<file path="src/rtl/alu_pkg.sv">
// Shared encodings for the ALU control decoder and the multiply/divide engine.
package alu_pkg;

    localparam logic [2:0] ALUOP_ADD   = 3'b000;
    localparam logic [2:0] ALUOP_SUB   = 3'b001;
    localparam logic [2:0] ALUOP_RTYPE = 3'b010;
    localparam logic [2:0] ALUOP_OR    = 3'b100;
    localparam logic [2:0] ALUOP_AND   = 3'b101;

    localparam logic [5:0] FUNCT_ADD   = 6'b100000;
    localparam logic [5:0] FUNCT_SUB   = 6'b100010;
    localparam logic [5:0] FUNCT_AND   = 6'b100100;
    localparam logic [5:0] FUNCT_OR    = 6'b100101;
    localparam logic [5:0] FUNCT_SLT   = 6'b101010;
    localparam logic [5:0] FUNCT_NOR   = 6'b100111;
    localparam logic [5:0] FUNCT_MULTU = 6'b011001;
    localparam logic [5:0] FUNCT_DIVU  = 6'b011011;
    localparam logic [5:0] FUNCT_MFHI  = 6'b010000;
    localparam logic [5:0] FUNCT_MFLO  = 6'b010010;

    localparam logic [3:0] GOUT_AND = 4'b0000;
    localparam logic [3:0] GOUT_OR  = 4'b0001;
    localparam logic [3:0] GOUT_ADD = 4'b0010;
    localparam logic [3:0] GOUT_SUB = 4'b0110;
    localparam logic [3:0] GOUT_SLT = 4'b0111;
    localparam logic [3:0] GOUT_NOR = 4'b1100;

    typedef enum logic [1:0] {
        ST_IDLE,
        ST_RUN,
        ST_DONE
    } md_state_e;

    typedef enum logic {
        MD_MULTU,
        MD_DIVU
    } md_op_e;

endpackage

</file>
<file path="src/rtl/muldiv_core.sv">
// Iterative unsigned multiply (shift-add) / divide (restoring), one bit per cycle,
// results written to the architectural HI/LO registers.
module muldiv_core
    import alu_pkg::*;
#(
    parameter int WIDTH = 32
) (
    input  logic             clk,
    input  logic             reset,
    input  logic             start,
    input  md_op_e           op,
    input  logic [WIDTH-1:0] a,
    input  logic [WIDTH-1:0] b,
    output logic             busy,
    output logic             done,
    output logic [WIDTH-1:0] hi,
    output logic [WIDTH-1:0] lo
);

    localparam int CW = $clog2(WIDTH) + 1;
    localparam logic [CW-1:0] LAST = CW'(WIDTH - 1);

    md_state_e        state, state_nx;
    md_op_e           op_q;
    logic [CW-1:0]    cnt;
    logic [WIDTH-1:0] m_q, up_q, dn_q;
    logic [WIDTH-1:0] up_nx, dn_nx;
    logic [WIDTH:0]   sum, trial;
    logic             div0, accept;

    assign div0   = (op == MD_DIVU) && (b == '0);
    assign accept = start && (state != ST_RUN);
    assign busy   = (state == ST_RUN);
    assign done   = (state == ST_DONE);

    always_ff @(posedge clk or posedge reset) begin
        if (reset) state <= ST_IDLE;
        else       state <= state_nx;
    end

    always_comb begin
        state_nx = state;
        case (state)
            ST_IDLE: if (start) state_nx = div0 ? ST_DONE : ST_RUN;
            ST_RUN:  if (cnt == LAST) state_nx = ST_DONE;
            ST_DONE: begin
                if (start) state_nx = div0 ? ST_DONE : ST_RUN;
                else       state_nx = ST_IDLE;
            end
            default: state_nx = ST_IDLE;
        endcase
    end

    // up_q is the product high half / partial remainder; dn_q the multiplier / dividend-quotient
    always_comb begin
        sum   = {1'b0, up_q} + (dn_q[0] ? {1'b0, m_q} : '0);
        trial = {up_q, dn_q[WIDTH-1]} - {1'b0, m_q};
        up_nx = up_q;
        dn_nx = dn_q;
        if (op_q == MD_MULTU) begin
            up_nx = sum[WIDTH:1];
            dn_nx = {sum[0], dn_q[WIDTH-1:1]};
        end else if (!trial[WIDTH]) begin
            up_nx = trial[WIDTH-1:0];
            dn_nx = {dn_q[WIDTH-2:0], 1'b1};
        end else begin
            up_nx = {up_q[WIDTH-2:0], dn_q[WIDTH-1]};
            dn_nx = {dn_q[WIDTH-2:0], 1'b0};
        end
    end

    always_ff @(posedge clk or posedge reset) begin
        if (reset) begin
            op_q <= MD_MULTU;
            cnt  <= '0;
            m_q  <= '0;
            up_q <= '0;
            dn_q <= '0;
            hi   <= '0;
            lo   <= '0;
        end else if (accept) begin
            op_q <= op;
            cnt  <= '0;
            m_q  <= (op == MD_MULTU) ? a : b;
            dn_q <= (op == MD_MULTU) ? b : a;
            up_q <= '0;
            if (div0) begin
                hi <= a;
                lo <= '1;
            end
        end else if (state == ST_RUN) begin
            cnt  <= cnt + 1'b1;
            up_q <= up_nx;
            dn_q <= dn_nx;
            if (cnt == LAST) begin
                hi <= up_nx;
                lo <= dn_nx;
            end
        end
    end

endmodule

</file>
<file path="src/rtl/alu_ctrl_muldiv.sv">
// ALU control decode plus muldiv request detection, pipeline stall and HI/LO readout.
module alu_ctrl_muldiv
    import alu_pkg::*;
#(
    parameter int WIDTH = 32
) (
    input  logic             clk,
    input  logic             reset,
    input  logic [2:0]       aluop,
    input  logic [5:0]       funct,
    input  logic             valid_in,
    input  logic [WIDTH-1:0] a,
    input  logic [WIDTH-1:0] b,
    output logic [3:0]       gout,
    output logic             busy,
    output logic             done,
    output logic             stall,
    output logic [WIDTH-1:0] hilo_out,
    output logic [WIDTH-1:0] hi,
    output logic [WIDTH-1:0] lo
);

    logic   is_r, req_mul, req_div, req_mf, start;
    md_op_e op_sel;

    assign is_r    = valid_in && (aluop == ALUOP_RTYPE);
    assign req_mul = is_r && (funct == FUNCT_MULTU);
    assign req_div = is_r && (funct == FUNCT_DIVU);
    assign req_mf  = is_r && ((funct == FUNCT_MFHI) || (funct == FUNCT_MFLO));
    assign op_sel  = req_div ? MD_DIVU : MD_MULTU;

    // Requests presented while the engine iterates are held off, never queued
    assign start = (req_mul || req_div) && !busy;
    assign stall = busy && (req_mul || req_div || req_mf);

    assign hilo_out = ((aluop == ALUOP_RTYPE) && (funct == FUNCT_MFHI)) ? hi : lo;

    always_comb begin
        gout = GOUT_ADD;
        case (aluop)
            ALUOP_SUB: gout = GOUT_SUB;
            ALUOP_AND: gout = GOUT_AND;
            ALUOP_OR:  gout = GOUT_OR;
            ALUOP_RTYPE: begin
                case (funct)
                    FUNCT_SUB: gout = GOUT_SUB;
                    FUNCT_AND: gout = GOUT_AND;
                    FUNCT_OR:  gout = GOUT_OR;
                    FUNCT_SLT: gout = GOUT_SLT;
                    FUNCT_NOR: gout = GOUT_NOR;
                    default:   gout = GOUT_ADD;
                endcase
            end
            default: gout = GOUT_ADD;
        endcase
    end

    muldiv_core #(.WIDTH(WIDTH)) u_core (
        .clk   (clk),
        .reset (reset),
        .start (start),
        .op    (op_sel),
        .a     (a),
        .b     (b),
        .busy  (busy),
        .done  (done),
        .hi    (hi),
        .lo    (lo)
    );

endmodule

</file>
<file path="config.mk">
export PLATFORM = sky130hd
export DESIGN_NAME = alu_ctrl_muldiv
export DESIGN_NICKNAME = d
export VERILOG_FILES = /design/src/rtl/alu_pkg.sv /design/src/rtl/muldiv_core.sv /design/src/rtl/alu_ctrl_muldiv.sv
export SDC_FILE = /design/constraint.sdc
export NUM_CORES = 1
export LEC_CHECK = 0
export ABC_AREA = 1
export CAP_MARGIN = 5
export CORE_MARGIN = 1
export CORE_UTILIZATION = 58
export DETAILED_ROUTE_END_ITERATION = 6
export HOLD_SLACK_MARGIN = 0.15
export PLACE_DENSITY_LB_ADDON = 0.1
export SLEW_MARGIN = 25
export SYNTH_ARGS = -nofsm -noshare
export SYNTH_HDL_FRONTEND = slang
export SYNTH_SLANG_ARGS = --single-unit
</file>
<file path="constraint.sdc">
create_clock -name clk -period 7.25 [get_ports clk]
set_clock_uncertainty 0.15 [all_clocks]
set_input_delay 0.725 -clock clk [delete_from_list [all_inputs] [get_ports clk]]
set_output_delay 0.725 -clock clk [all_outputs]
set_load 0.1 [all_outputs]
</file>
==> results of run 1 <==
## sequential cells by signal, summed over array words and instances, names as in the netlist
signal,cells
u_core.dn_q,32
u_core.up_q,32
u_core.op_q,1
u_core.m_q,32
u_core.lo,32
u_core.state,2
u_core.hi,32
u_core.cnt,6
## kinds of logic after synthesis
family,Yosys count,synth area share
xor+xnor,11,0.00670
flops,169,0.294
fa+ha+maj,67,0.0593
simple gates,1285,0.369
buf+inv,443,0.121
mux,32,0.0251
compound gates,286,0.125
## cell usage in the layout (no fill, tap or decap), types with 20 or more instances in the layout
| master | n |
|---|---|
| nand2_1 | 827 |
| inv_1 | 348 |
| nand3_1 | 184 |
| nor2_1 | 181 |
| clkdlybuf4s50_1 | 177 |
| dfrtp_1 | 167 |
| o21ai_0 | 90 |
| a21oi_1 | 74 |
| ha_1 | 65 |
| mux2_2 | 32 |
| o211ai_1 | 28 |
| o2111ai_1 | 27 |
| a221oi_1 | 23 |
| nor3_1 | 20 |
## per-stage QoR
step	cell area, µm²	std cells	setup slack, ps
3_5_place_dp	16300	2718	2100
6_report	16900	2750	2350
3_3_place_gp	16300	2718	2220
4_1_cts	16900	2750	2110
5_1_grt	16900	2750	2230
2_1_floorplan	14400	2293	1800
## critical path, stage by stage
cell	delay (ps)
buf_2	730
inv_2	520
nand3_1	230
buf_4	410
mux2_2	240
clkdlybuf4s50_1	1140
## where the power goes
| part | total, mW | internal, mW | switching [mW] |
|---|---|---|---|
| registers | 1.70 | 1.31 | 0.392 |
| clock network | 0.938 | 0.468 | 0.470 |
| logic | 5.79 | 1.55 | 4.24 |
## per-layer routing
layer,vias up,global-route usage,share of wire,wire (µm)
met4,0,0.120,0.026,1290
li1,7571,-,-,-
met5,-,0,0,0
met1,7219,0.537,0.42,21200
met2,873,0.622,0.45,22400
met3,85,0.0813,0.11,5270
## layout make-up
class	count	share of cell area
Multi-Input combinational cell	1681	0.500
Sequential cell	169	0.251
Timing Repair Buffer	187	0.110
Inverter	357	0.0799
Clock buffer	17	0.0252
Tap cell	324	0.0240
Clock inverter	15	0.0106
## how the worst min path moves through the flow
stage / startpoint / to / cells after the start
5_1_grt: u_core.lo[1] / u_core.lo[1] / 2
2_1_floorplan: u_core.cnt[5] / u_core.cnt[5] / 1
6_report: u_core.cnt[5] / u_core.cnt[5] / 1
3_5_place_dp: u_core.cnt[5] / u_core.cnt[5] / 1
4_1_cts: u_core.cnt[5] / u_core.cnt[5] / 1
3_3_place_gp: u_core.cnt[5] / u_core.cnt[5] / 1
==> reports/metrics.yaml, run 1 <==
grt_usage: 0.392
synth-edff-count: 0
cp.arrival_ps: 4030
ys_types: 48
ys_ff_latch: 169
total_power_mw: 8.43
final-setup-viol-count: 0
multi_input_area_mm2: 0.00843
ys_warn_count: 0
crit_fanout: 53
grt_overflow: 0
design.core.area_mm2: 0.0243
p_leak_nw: 9.10
synth_area_leader_cell: "dfrtp_1"
seqCellArea_mm2: 0.00423
syn2layout_area_growth_pct: 17.3
endpoint_kind: "output port"
crit_type: "input port to output port"
wl_per_cell_um: 18.2
wirelength_um: 50100
io_pins: 179
synthDominantCellAreaShare: 0.294
required_ps: 6380
synthTopCellsByCount: "nand2_1, inv_1, nand3_1"
cts_tree: "built"
post_cts_buffers: 0
post-route-drc-count: 0
die_y_um: 159
cellPowerDensity_mw_per_mm2: 499
async_flop_share: 1.00
numCtsBuffers: 17
worst_slew_pin_slew_ps: 1100
cts.sinks: 169
num-fill-cells: 2178
fmax_mhz: 204
num_rows: 57
h-tree-depth: 4
r2r-end: "u_core.hi[31]"
hold-worst-slack_ps: 359
fin_crit_sh: 0.676
status: "complete, no violations"
initial_utilization: 0.591
vias: 15748
drt_iter0_drc: 1963
antenna_cells: 0
grt_pass1_vias: 14627
ir_drop_v: 0.000709
netlist_instances: 2293
antenna_found_initial: 0
r2r_start: "u_core.dn_q[31]"
cts-root-to-sink-buffers: 2
post-route-util: 0.694
gp_congestion: 1.01
relSlewSlack: 0.264
yosys-top-cells-area: "dfrtp_1, nand2_1, inv_1"
antenna_violating_nets_post_route: 0
avgViaCountPerCell: 5.73
grt_pass1_wl_um: 77900
yosysMostFrequentCell: "nand2_1"
cts_root_buf: "clkbuf_16"
rsz0062_at_grt: "no"
grt_max_degree: 102
fp.dieArea_mm2: 0.0254
synth_flop_cell: "dfrtp_1"
drt_pass1_iterations: 7
cts-hold-fix-buffers: 0
worstSetupEndpoint: "hilo_out[3]"
clock_latency_ps: 440
drv_cap: 0
rr_worst_depth: 19
syn_area_mm2: 0.0144
hold_viol_final: 0
final_max_slew_viol_count: 0
synth_fp_nets: 2436
nets: 2556
cp-start-kind: "input port"
port_buffers: 178
die_w_um: 159
crit_start: "funct[1]"
drive_gt1_frac: 0.0462
cts_resized: 0
dp_hpwl_um: 38700
hold_path_class: "flip-flop to flip-flop"
clkSlewWorstSetupHoldPaths_ps: 70
postSynthAreaPerCell_um2: 6.27
reg2reg_slack_ps: 3000
ys_seq_area_frac: 0.294
setup_tns_ps: 0
period_needed_ps: 4900
Power figures use the tool's default switching activity.
==> inputs of run 2 (changes only) <==
--- a/config.mk
+++ b/config.mk
@@ -8,7 +8,7 @@
 export ABC_AREA = 1
 export CAP_MARGIN = 5
 export CORE_MARGIN = 1
-export CORE_UTILIZATION = 58
+export CORE_UTILIZATION = 52
 export DETAILED_ROUTE_END_ITERATION = 6
 export HOLD_SLACK_MARGIN = 0.15
 export PLACE_DENSITY_LB_ADDON = 0.1
==> constraint.sdc (replaced) <==
create_clock -name clk -period 4.5 [get_ports clk]
set_clock_uncertainty 0.15 [all_clocks]
set_input_delay 0.45 -clock clk [delete_from_list [all_inputs] [get_ports clk]]
set_output_delay 0.45 -clock clk [all_outputs]
set_load 0.1 [all_outputs]
==> reports/metrics.yaml, run 2 (synthesis results as in run 1) <==
relSlewSlack: 0.304  # was 0.264
clock_latency_ps: 440  # about the same
port_buffers: 178  # unchanged
hold_path_class: "input port to async pin"  # was flip-flop to flip-flop
drt_iter0_drc: 1982  # was 1963
seqCellArea_mm2: 0.00423  # about the same
layout.cells.non_filler: 2779  # was 2750
antenna_found_initial: 0  # unchanged
wl_per_cell_um: 19.1  # was 18.2 µm
grt_pass1_vias: 14857  # was 14627
drv_cap: 0  # unchanged
syn2layout_area_growth_pct: 20.4  # was 17.3%
num_rows: 60  # was 57
required_ps: 4670  # was 6380 ps
endpoint_kind: "flip-flop"  # was output port
setup_tns_ps: 0  # unchanged
dp_hpwl_um: 41400  # was 38700 µm
p_leak_nw: 9.35  # was 9.10 nW
num-fill-cells: 2572  # was 2178
io_pins: 179  # unchanged
nets: 2568  # was 2556
fp.dieArea_mm2: 0.0283  # was 0.0254 mm²
worst_slew_pin_slew_ps: 1040  # was 1100 ps
design.core.area_mm2: 0.0270  # was 0.0243 mm²
cp.arrival_ps: 3710  # was 4030 ps
clkSlewWorstSetupHoldPaths_ps: 80  # was 70 ps
cts_root_buf: "clkbuf_16"  # unchanged
cts-hold-fix-buffers: 0  # unchanged
cellPowerDensity_mw_per_mm2: 813  # was 499 mW/mm²
final_common_cell: "nand2_1"  # unchanged
die_y_um: 168  # was 159 µm
fmax_mhz: 283
drive_gt1_frac: 0.0648  # was 0.0462
drt_pass1_iterations: 7  # unchanged
status: "finished, violations left"  # was complete, no violations
crit_fanout: 18  # was 53
numCtsBuffers: 17  # unchanged
initial_utilization: 0.532  # was 0.591
multi_input_area_mm2: 0.00843  # about the same
post-place-ws_ps: 902  # was 2100 ps
fin_crit_sh: 0.785
final_max_slew_viol_count: 0  # unchanged
cts-root-to-sink-buffers: 2  # unchanged
antenna_violating_nets_post_route: 0  # unchanged
grt_usage: 0.376  # was 0.392
final-setup-viol-count: 0  # unchanged
hold_viol_final: 0  # unchanged
gp_congestion: 0.999  # was 1.01
post-route-util: 0.641  # was 0.694
avgViaCountPerCell: 5.70  # was 5.73
ir_drop_v: 0.000883  # was 0.000709 V
violations: "design-rule violations"
rsz0062_at_grt: "no"  # unchanged
post_cts_buffers: 0  # unchanged
crit_type: "flip-flop to flip-flop"  # was input port to output port
period_needed_ps: 3530
h-tree-depth: 4  # unchanged
wirelength_um: 53100  # was 50100 µm
final_cell_mix: "nand2_1, inv_1, nand3_1"  # unchanged
setup_slack_ps: 969  # was 2350 ps
cts.sinks: 169  # unchanged
cp-start-kind: "flip-flop"  # was input port
die_w_um: 168  # was 159 µm
total_power_mw: 14.1  # was 8.43 mW
grt_pass1_wl_um: 82300  # was 77900 µm
grt_max_degree: 170  # was 102
cts_tree: "built"  # unchanged
vias: 15850  # was 15748
dp_cells: 2746  # was 2718
grt_overflow: 0  # unchanged
antenna_cells: 0  # unchanged
cts_resized: 0  # unchanged
post-route-drc-count: 1  # was 0
## run 2: cell types whose count changed in the layout (fill, tap and decap cells not counted), sizes merged
| cell | previous run | this run |
|---|---|---|
| clkdlybuf4s50 | 177 | 140 |
| clkinv | 7 | 5 |
| bufinv | 0 | 2 |
| clkbuf | 17 | 19 |
| inv | 363 | 361 |
| buf | 10 | 59 |
## run 2: cell type report
| type | count | share of cell area |
|---|---|---|
| Multi-Input combinational cell | 1681 | 0.487 |
| Sequential cell | 169 | 0.244 |
| Clock buffer | 19 | 0.0256 |
| Tap cell | 341 | 0.0246 |
| Timing Repair Buffer | 199 | 0.132 |
| Clock inverter | 13 | 0.00918 |
| Inverter | 357 | 0.0777 |
## run 2: path summary, 6_finish.rpt
check	depth (start not counted)	slack, ps	startpoint	endpoint
hold reg to reg	2	360	u_core.lo[5]	u_core.lo[5]
min in group clk	2	360	u_core.lo[5]	u_core.lo[5]
hold / removal	3	300	reset	u_core.cnt[3]
setup / recovery	19	970	u_core.dn_q[31]	u_core.hi[17]
setup reg to reg	19	970	u_core.dn_q[31]	u_core.hi[17]
max in group asynchronous	4	2980	reset	u_core.up_q[12]
## run 2: critical path, stage by stage, from the launching register on
cell and delay (ps):
dfrtp_1 360, inv_1 130, ha_1 190, inv_1 120
fa_1 470, nand3_1 120, nand3_1 130, nand2_1 90
nand2_1 110, nand2_1 100, nand2_1 70, nand2_1 140
nand3_1 90, buf_4 220, nand2_2 370, nand2_1 130
nand3_1 120, nand3_1 130, nand2_1 130, nand2_1 60
## run 2: stage by stage
stage	hold WS, ps	cell area (µm²)
floorplan	309	14400
finish	297	17300
CTS	365	17300
detailed placement	341	16700
global route	337	17300
global placement	333	16700
## run 2: metal layers
metal	up-vias	global-route usage	wire [µm]
met1	7327	0.537	23700
met4	0	0.107	1330
li1	7591	-	-
met5	-	0	0
met3	85	0.0889	5700
met2	847	0.565	22500
## run 2: power by group
part / internal, mW / switching, mW / leakage, nW
logic: 2.82 / 6.90 / 7.05
clock network: 0.853 / 0.699 / 0.294
registers: 2.11 / 0.694 / 2.00
total: 5.78 / 8.29 / 9.35
